### config.mk
export PLATFORM = sky130hd
export DESIGN_NAME = adc_window_peak
export DESIGN_NICKNAME = d
export VERILOG_FILES = /design/src/rtl/adc_window_peak.sv
export SDC_FILE = /design/constraint.sdc
export NUM_CORES = 1
export LEC_CHECK = 0
export CORE_MARGIN = 2
export CORE_UTILIZATION = 60
export DETAILED_ROUTE_END_ITERATION = 7
export MAX_ROUTING_LAYER = met4
export PLACE_DENSITY_LB_ADDON = 0.25
export SLEW_MARGIN = 20
export SYNTH_ARGS = -nofsm -noshare
export SYNTH_HDL_FRONTEND = slang
export SYNTH_SLANG_ARGS = --single-unit
### constraint.sdc
create_clock -name clk -period 41.9 [get_ports clk]
set_input_delay 8.38 -clock clk [delete_from_list [all_inputs] [get_ports clk]]
set_output_delay 8.38 -clock clk [all_outputs]
set_load 0.05 [all_outputs]
### src/rtl/adc_window_peak.sv
// adc_window_peak: largest-magnitude sample search over a programmable
// multi-word window of ADC data, plus a trigger-armed raw capture stream.
//
// Ports:
//   clk, rst                  clock, asynchronous active-low reset
//   s_axis_tdata/tvalid/tready ADC input stream (tready tied high)
//   window_len, threshold, run window length (sampled on run), magnitude
//                             threshold, window start
//   peak_val/word/lane/above  result of the last completed window
//   peak_valid, busy          one-cycle result strobe, window/pipeline activity
//   cap_len, cap_trig         capture length (sampled on trigger), trigger level
//   m_axis_tdata/tvalid/tlast/tready  capture stream towards the DMA
//   cap_overflow, cap_clr     sticky dropped-word flag and its clear
module adc_window_peak #(
    parameter int unsigned SAMPLE_W   = 16,
    parameter int unsigned LANES      = 8,
    parameter int unsigned WINDOW_MAX = 16,
    parameter int unsigned CAP_MAX    = 1024
) (
    input  logic                               clk,
    input  logic                               rst,
    input  logic [LANES*SAMPLE_W-1:0]          s_axis_tdata,
    input  logic                               s_axis_tvalid,
    output logic                               s_axis_tready,
    input  logic [$clog2(WINDOW_MAX):0]        window_len,
    input  logic [SAMPLE_W-2:0]                threshold,
    input  logic                               run,
    output logic [SAMPLE_W-1:0]                peak_val,
    output logic [$clog2(WINDOW_MAX)-1:0]      peak_word,
    output logic [$clog2(LANES)-1:0]           peak_lane,
    output logic                               peak_above,
    output logic                               peak_valid,
    output logic                               busy,
    input  logic [$clog2(CAP_MAX):0]           cap_len,
    input  logic                               cap_trig,
    output logic [LANES*SAMPLE_W-1:0]          m_axis_tdata,
    output logic                               m_axis_tvalid,
    output logic                               m_axis_tlast,
    input  logic                               m_axis_tready,
    output logic                               cap_overflow,
    input  logic                               cap_clr
);

    localparam int unsigned WL_W   = $clog2(WINDOW_MAX) + 1;
    localparam int unsigned WI_W   = $clog2(WINDOW_MAX);
    localparam int unsigned LANE_W = $clog2(LANES);
    localparam int unsigned CL_W   = $clog2(CAP_MAX) + 1;
    localparam int unsigned MAG_W  = SAMPLE_W - 1;

    typedef enum logic {W_IDLE, W_ACTIVE} win_state_t;
    typedef enum logic [1:0] {C_IDLE, C_CAPTURE, C_HOLD} cap_state_t;

    assign s_axis_tready = 1'b1;

    // ---------------------------------------------------------------
    // Window control
    // ---------------------------------------------------------------
    win_state_t        win_state;
    logic [WL_W-1:0]   win_len_q;
    logic [WL_W-1:0]   win_cnt;
    logic [WL_W-1:0]   win_len_c;
    logic              win_acc_c;
    logic              win_first_c;
    logic              win_last_c;

    // Length 0 means 1; anything beyond the window depth is clamped.
    always_comb begin
        win_len_c = window_len;
        if (window_len == '0) begin
            win_len_c = WL_W'(1);
        end else if (window_len > WL_W'(WINDOW_MAX)) begin
            win_len_c = WL_W'(WINDOW_MAX);
        end
    end

    assign win_acc_c   = (win_state == W_ACTIVE) && s_axis_tvalid;
    assign win_first_c = (win_cnt == '0);
    assign win_last_c  = win_acc_c && (win_cnt == win_len_q - WL_W'(1));

    // Window FSM; a held run restarts on the last word so windows abut.
    always_ff @(posedge clk or negedge rst) begin
        if (!rst) begin
            win_state <= W_IDLE;
            win_len_q <= '0;
            win_cnt   <= '0;
        end else begin
            case (win_state)
                W_IDLE: begin
                    if (run) begin
                        win_len_q <= win_len_c;
                        win_cnt   <= '0;
                        win_state <= W_ACTIVE;
                    end
                end
                W_ACTIVE: begin
                    if (win_acc_c) begin
                        if (win_last_c) begin
                            win_cnt <= '0;
                            if (run) begin
                                win_len_q <= win_len_c;
                            end else begin
                                win_state <= W_IDLE;
                            end
                        end else begin
                            win_cnt <= win_cnt + WL_W'(1);
                        end
                    end
                end
                default: win_state <= W_IDLE;
            endcase
        end
    end

    // ---------------------------------------------------------------
    // Stage 0 (combinational): per-lane magnitude, most-negative saturates
    // ---------------------------------------------------------------
    logic [MAG_W-1:0] mag_c [LANES];

    for (genvar g = 0; g < LANES; g++) begin : g_mag
        logic [SAMPLE_W-1:0] raw;
        logic [SAMPLE_W-1:0] neg;
        assign raw = s_axis_tdata[g*SAMPLE_W +: SAMPLE_W];
        assign neg = ~raw + SAMPLE_W'(1);
        assign mag_c[g] = !raw[SAMPLE_W-1]          ? raw[MAG_W-1:0] :
                          (raw[MAG_W-1:0] == '0)    ? '1             :
                                                      neg[MAG_W-1:0];
    end

    // ---------------------------------------------------------------
    // Stage 1: registered magnitudes and raw lanes
    // ---------------------------------------------------------------
    logic [MAG_W-1:0]    s1_mag [LANES];
    logic [SAMPLE_W-1:0] s1_raw [LANES];
    logic                s1_v, s1_first, s1_last;
    logic [WI_W-1:0]     s1_word;

    always_ff @(posedge clk or negedge rst) begin
        if (!rst) begin
            for (int i = 0; i < LANES; i++) begin
                s1_mag[i] <= '0;
                s1_raw[i] <= '0;
            end
            s1_v     <= 1'b0;
            s1_first <= 1'b0;
            s1_last  <= 1'b0;
            s1_word  <= '0;
        end else begin
            for (int i = 0; i < LANES; i++) begin
                s1_mag[i] <= mag_c[i];
                s1_raw[i] <= s_axis_tdata[i*SAMPLE_W +: SAMPLE_W];
            end
            s1_v     <= win_acc_c;
            s1_first <= win_first_c;
            s1_last  <= win_last_c;
            s1_word  <= win_cnt[WI_W-1:0];
        end
    end

    // ---------------------------------------------------------------
    // Stage 2: per-word lane maximum; strict > keeps the lowest lane on ties
    // ---------------------------------------------------------------
    logic [MAG_W-1:0]    red_mag;
    logic [SAMPLE_W-1:0] red_val;
    logic [LANE_W-1:0]   red_lane;

    always_comb begin
        red_mag  = s1_mag[0];
        red_val  = s1_raw[0];
        red_lane = '0;
        for (int i = 1; i < LANES; i++) begin
            if (s1_mag[i] > red_mag) begin
                red_mag  = s1_mag[i];
                red_val  = s1_raw[i];
                red_lane = LANE_W'(i);
            end
        end
    end

    logic [MAG_W-1:0]    s2_mag;
    logic [SAMPLE_W-1:0] s2_val;
    logic [LANE_W-1:0]   s2_lane;
    logic [WI_W-1:0]     s2_word;
    logic                s2_v, s2_first, s2_last;

    always_ff @(posedge clk or negedge rst) begin
        if (!rst) begin
            s2_mag   <= '0;
            s2_val   <= '0;
            s2_lane  <= '0;
            s2_word  <= '0;
            s2_v     <= 1'b0;
            s2_first <= 1'b0;
            s2_last  <= 1'b0;
        end else begin
            s2_mag   <= red_mag;
            s2_val   <= red_val;
            s2_lane  <= red_lane;
            s2_word  <= s1_word;
            s2_v     <= s1_v;
            s2_first <= s1_first;
            s2_last  <= s1_last;
        end
    end

    // ---------------------------------------------------------------
    // Stage 3: running window maximum, reloaded on each window's first word
    // ---------------------------------------------------------------
    logic [MAG_W-1:0]    acc_mag;
    logic [SAMPLE_W-1:0] acc_val;
    logic [LANE_W-1:0]   acc_lane;
    logic [WI_W-1:0]     acc_word;
    logic                take_c;
    logic [MAG_W-1:0]    new_mag;
    logic [SAMPLE_W-1:0] new_val;
    logic [LANE_W-1:0]   new_lane;
    logic [WI_W-1:0]     new_word;

    assign take_c   = s2_first || (s2_mag > acc_mag);
    assign new_mag  = take_c ? s2_mag  : acc_mag;
    assign new_val  = take_c ? s2_val  : acc_val;
    assign new_lane = take_c ? s2_lane : acc_lane;
    assign new_word = take_c ? s2_word : acc_word;

    always_ff @(posedge clk or negedge rst) begin
        if (!rst) begin
            acc_mag    <= '0;
            acc_val    <= '0;
            acc_lane   <= '0;
            acc_word   <= '0;
            peak_val   <= '0;
            peak_word  <= '0;
            peak_lane  <= '0;
            peak_above <= 1'b0;
            peak_valid <= 1'b0;
        end else begin
            peak_valid <= s2_v && s2_last;
            if (s2_v) begin
                acc_mag  <= new_mag;
                acc_val  <= new_val;
                acc_lane <= new_lane;
                acc_word <= new_word;
            end
            if (s2_v && s2_last) begin
                peak_val   <= new_val;
                peak_word  <= new_word;
                peak_lane  <= new_lane;
                peak_above <= (new_mag >= threshold);
            end
        end
    end

    // busy covers the active window plus the words still in the pipeline.
    always_ff @(posedge clk or negedge rst) begin
        if (!rst) begin
            busy <= 1'b0;
        end else begin
            busy <= ((win_state == W_IDLE) && run) || (win_state == W_ACTIVE) ||
                    (s1_v && s1_last) || (s2_v && s2_last);
        end
    end

    // ---------------------------------------------------------------
    // Capture path
    // ---------------------------------------------------------------
    cap_state_t        cap_state;
    logic [CL_W-1:0]   cap_len_q;
    logic [CL_W-1:0]   cap_cnt;
    logic [CL_W-1:0]   cap_len_c;
    logic              cap_trig_d;
    logic              cap_acc_c;
    logic              cap_last_c;

    always_comb begin
        cap_len_c = cap_len;
        if (cap_len == '0) begin
            cap_len_c = CL_W'(1);
        end else if (cap_len > CL_W'(CAP_MAX)) begin
            cap_len_c = CL_W'(CAP_MAX);
        end
    end

    assign cap_acc_c  = (cap_state == C_CAPTURE) && s_axis_tvalid;
    assign cap_last_c = cap_acc_c && (cap_cnt == cap_len_q - CL_W'(1));

    // Trigger history resets high so a trigger held through reset is not
    // mistaken for a fresh edge.
    always_ff @(posedge clk or negedge rst) begin
        if (!rst) begin
            cap_state     <= C_IDLE;
            cap_len_q     <= '0;
            cap_cnt       <= '0;
            cap_trig_d    <= 1'b1;
            m_axis_tdata  <= '0;
            m_axis_tvalid <= 1'b0;
            m_axis_tlast  <= 1'b0;
            cap_overflow  <= 1'b0;
        end else begin
            cap_trig_d    <= cap_trig;
            m_axis_tvalid <= cap_acc_c;
            m_axis_tlast  <= cap_last_c;
            if (cap_acc_c) begin
                m_axis_tdata <= s_axis_tdata;
            end
            if (cap_clr) begin
                cap_overflow <= 1'b0;
            end else if (m_axis_tvalid && !m_axis_tready) begin
                cap_overflow <= 1'b1;
            end
            case (cap_state)
                C_IDLE: begin
                    if (cap_trig && !cap_trig_d) begin
                        cap_len_q <= cap_len_c;
                        cap_cnt   <= '0;
                        cap_state <= C_CAPTURE;
                    end
                end
                C_CAPTURE: begin
                    if (cap_acc_c) begin
                        if (cap_last_c) begin
                            cap_cnt   <= '0;
                            cap_state <= C_HOLD;
                        end else begin
                            cap_cnt <= cap_cnt + CL_W'(1);
                        end
                    end
                end
                C_HOLD: begin
                    if (!cap_trig) begin
                        cap_state <= C_IDLE;
                    end
                end
                default: cap_state <= C_IDLE;
            endcase
        end
    end

endmodule

==> flow_results.org <==
** Status
- The run finished with clean final reports.

** Flow run
- The tool flagged a number of max-cap violations equal to 0.

** GRT
- Grt total ovfl :: 0
- The via count of the first global-routing pass was 20700.
- Wire length of the first global-routing pass :: approximately 120 mm
- The initial antenna violation count was 12.
- In the global route stage, overall resource usage came out at 0.354.
- Entering global routing, the biggest net connects 102 pins.

** STA
- Number of failing setup endpoints in the final timing report :: 0
- Final worst path period share :: 0.450
- Slew at the pin closest to its max-slew limit :: 0.993 ns
- Fmax achieved :: 53.0 MHz
- Total negative setup slack :: 0 ns
- Final-report max-slew violation count :: 0
- Minimum clock period after layout :: 18.87 ns
- Final hold violation count :: 0
- In this run the tightest slew margin relative to its limit is 0.329.
- Setup repair after global routing missed its margin :: false
- Across the routed clock network, the largest skew measured is 0.0232 ns.

** Routing
- DRC marker count from the first detailed-route iteration :: 2057
- Remaining design rule violation count :: 0
- After detailed routing, the average wire length per cell comes to around 21 um.
- Dividing the detail-routed via count by the number of cells gives 5.80.
- Antenna-violating nets left :: 0
- The final layout contains routed wiring with a total length of around 76 mm.
- Across all layers, the routed design uses ~21000 vias.
- For this run, the detailed router's first-pass iteration total came to 6.

** Worst hold path
- In this run the most critical hold path is launched from s1_word[0]$_DFF_PN0_.
- Worst hold stages :: 0
- Kind of path behind the tightest hold check :: register to register

** Critical path
- The most numerous cell type found on the critical path is ha_1.
- Crit-path leading delay family :: compound AO/OA/AOI/OAI gates
- Worst r2r path cells :: 73
- Tracing the worst setup path back leads to its startpoint at s1_mag[104]$_DFF_PN0_.
- Counting both buffers and inverters, the worst setup path holds a total of 9.
- Critical Path AT :: 19.33 ns
- The slowest stage of the critical path is the o21ai_4 cell.
- In this design, the stage delay of the slowest critical-path cell is 0.59 ns.
- The worst setup path is captured at a register.
- Source of the worst register-to-register timing path :: s1_mag[104]$_DFF_PN0_
- For the worst setup path, the data required time is 42.36 ns.
- Max FO, Critical Path :: 46
- The worst setup path is launched from a register.
- Critical setup path kind :: register to register
- In this run the number of cells on the critical path is 73.

** Final layout
- The library cell used most frequently in the layout, excluding fill and tap cells, is nand2_1.
- Proportion of layout cells with a drive suffix above 1 :: 0.0709
- Nets :: 3275
- Area used by multi-input combinational logic :: 12000 um2
- Post-route core utilization :: 0.736
- Across the whole layout, storage elements account for about 13000 um2.
- Area Overhead vs Synth :: 20.9%
- In the layout the commonest cells are nand2_1, dfrtp_1, clkdlybuf4s50_1.
- Post-layout instance area :: 31700 um2
- Filler Cells Inserted :: about 3100
- The finished layout holds 3615 standard cells, fillers aside.

** Floorplanning
- Site Rows :: 76
- The die covers 45400 um2.
- 324 I/O pins were placed.
- Core area :: between 40000 and 50000 um2
- The die is 213 um wide.
- Die Y-Extent :: 213 um
- The initial utilization of the core area, before any placement, comes to 0.609.

** Clocking
- The cell sitting at the root of the clock tree is a clkbuf_16.
- Number of post-CTS setup repair buffers :: 0
- The number of gates resized after CTS was 0.
- At the later pin of the worst-skew pair, clock insertion delay measures 0.61 ns.
- Counting along the longest clock path gives a buffer depth of 3.
- TritonCTS built the clock tree.
- Clk slew on worst S/H paths :: about 0.060 ns
- CTS HTree Levels :: 2
- The tree built by TritonCTS fans out to 527 sinks.
- Number of buffers created by CTS :: 52
- In this run, post-CTS hold repair placed 0 buffers.

** Synthesis
- The number of different library cells used by synthesis comes to 94.
- Synthesized net count :: 2999
- Counting flops with an async set or reset pin after synthesis yields a share of 1.00.
- For this run, the number of Yosys warnings is 0.
- Counting every instance in the synthesized netlist gives around 2700.
- Dominant register cell in the synthesized netlist :: dfrtp_1
- Share of the yosys chip area belonging to registers :: 0.503
- Yosys mapped a number of flops with a built-in enable equal to 0.
- #FFs+latches synth :: roughly 530
- A synthesized cell averages 9.70 um2.
- After synthesis the cells add up to 26200 um2.

** Placement
- Last weighted congestion value of the routability-driven placer :: 0.999
- Count of buffers inserted at the top-level ports :: 322
- Summed over all nets, the half-perimeter wirelength after detailed placement is 57.8 mm.
- After detailed placement, the design holds a cell count of 3508.
- Post-place instance area :: 29900 um2

** Power
- Total power consumption of the routed design :: 2.89 mW
- Lkg Pwr :: 15.0 nW
- IR analysis of the VDD net gives a maximum drop of 0.128 mV.
- For this design the ratio of total power to cell area is 91.2 nW/um2.
-- cell type report --
class                   count  area share
flip-flops and latches    527       0.416
multi-input cells        1910       0.379
repair buffers            340       0.107
clock buffers              74      0.0472
well taps                 585      0.0231
inverters                 147      0.0174
clock inverters            20     0.00932
diodes                     12    0.000947
-- routing by layer --
metal	global-route usage	vias up	routed length [um]
met2	0.522	804	34700
met5	-	-	0
met1	0.496	10300	33500
met3	0.0668	140	6050
li1	-	9687	-
met4	0.117	0	2190
-- final timing paths --
check | to | slack [ns]
max | s2_mag[7]$_DFF_PN0_ | 23.03
min | s2_word[0]$_DFF_PN0_ | 0.35
max reg2reg | s2_mag[7]$_DFF_PN0_ | 23.03
min reg2reg | s2_word[0]$_DFF_PN0_ | 0.35
max in group asynchronous | s2_v$_DFF_PN0_ | 31.92
min in group asynchronous | m_axis_tdata[61]$_DFFE_PN0P_ | 7.79
-- cells by family after synthesis --
group,Yosys count,synth area share
mux,177,0.0720
other cells,1,0.000143
compound gates,459,0.108
fa+ha+maj,135,0.0641
buf+inv,265,0.0393
flops,527,0.503
xor+xnor,126,0.0421
simple gates,1012,0.171
-- state kept, by name, indices dropped and copies added (netlist names), 2 cells and up --
name,flops
m_axis_tdata,128
s1_raw,128
s1_mag,120
acc_val,16
peak_val,16
s2_val,16
acc_mag,15
s2_mag,15
cap_cnt,11
cap_len_q,11
win_cnt,5
win_len_q,5
acc_word,4
peak_word,4
s1_word,4
s2_word,4
acc_lane,3
peak_lane,3
s2_lane,3
cap_state,2
-- through the flow --
step / setup slack, ns / hold WS (ns)
global placement: 23.85 / 0.336
CTS: 22.97 / 0.350
floorplan: 24.52 / 0.331
finish: 23.03 / 0.349
global route: 21.59 / 0.352
detailed placement: 23.03 / 0.336
-- where the power goes --
group | switching (mW) | total [mW] | internal, mW | leakage, nW
clock network | 0.197 | 0.483 | 0.286 | 0.875
logic | 1.01 | 1.68 | 0.664 | 7.87
registers | 0.0877 | 0.731 | 0.643 | 6.29
total | 1.30 | 2.89 | 1.59 | 15.0
-- synth_stat cells, types with 51 or more instances --
library cell	instances	area, um2
nand2_1	636	2390
a21oi_1	121	606
xnor2_1	51	447
dfrtp_1	526	13200
nor2_1	123	462
o21ai_0	178	891
mux2_2	73	822
ha_1	131	1640
clkbuf_1	101	379
inv_1	146	548
mux2i_1	86	861
xor2_1	75	657
(Power assumes the default switching activity.)
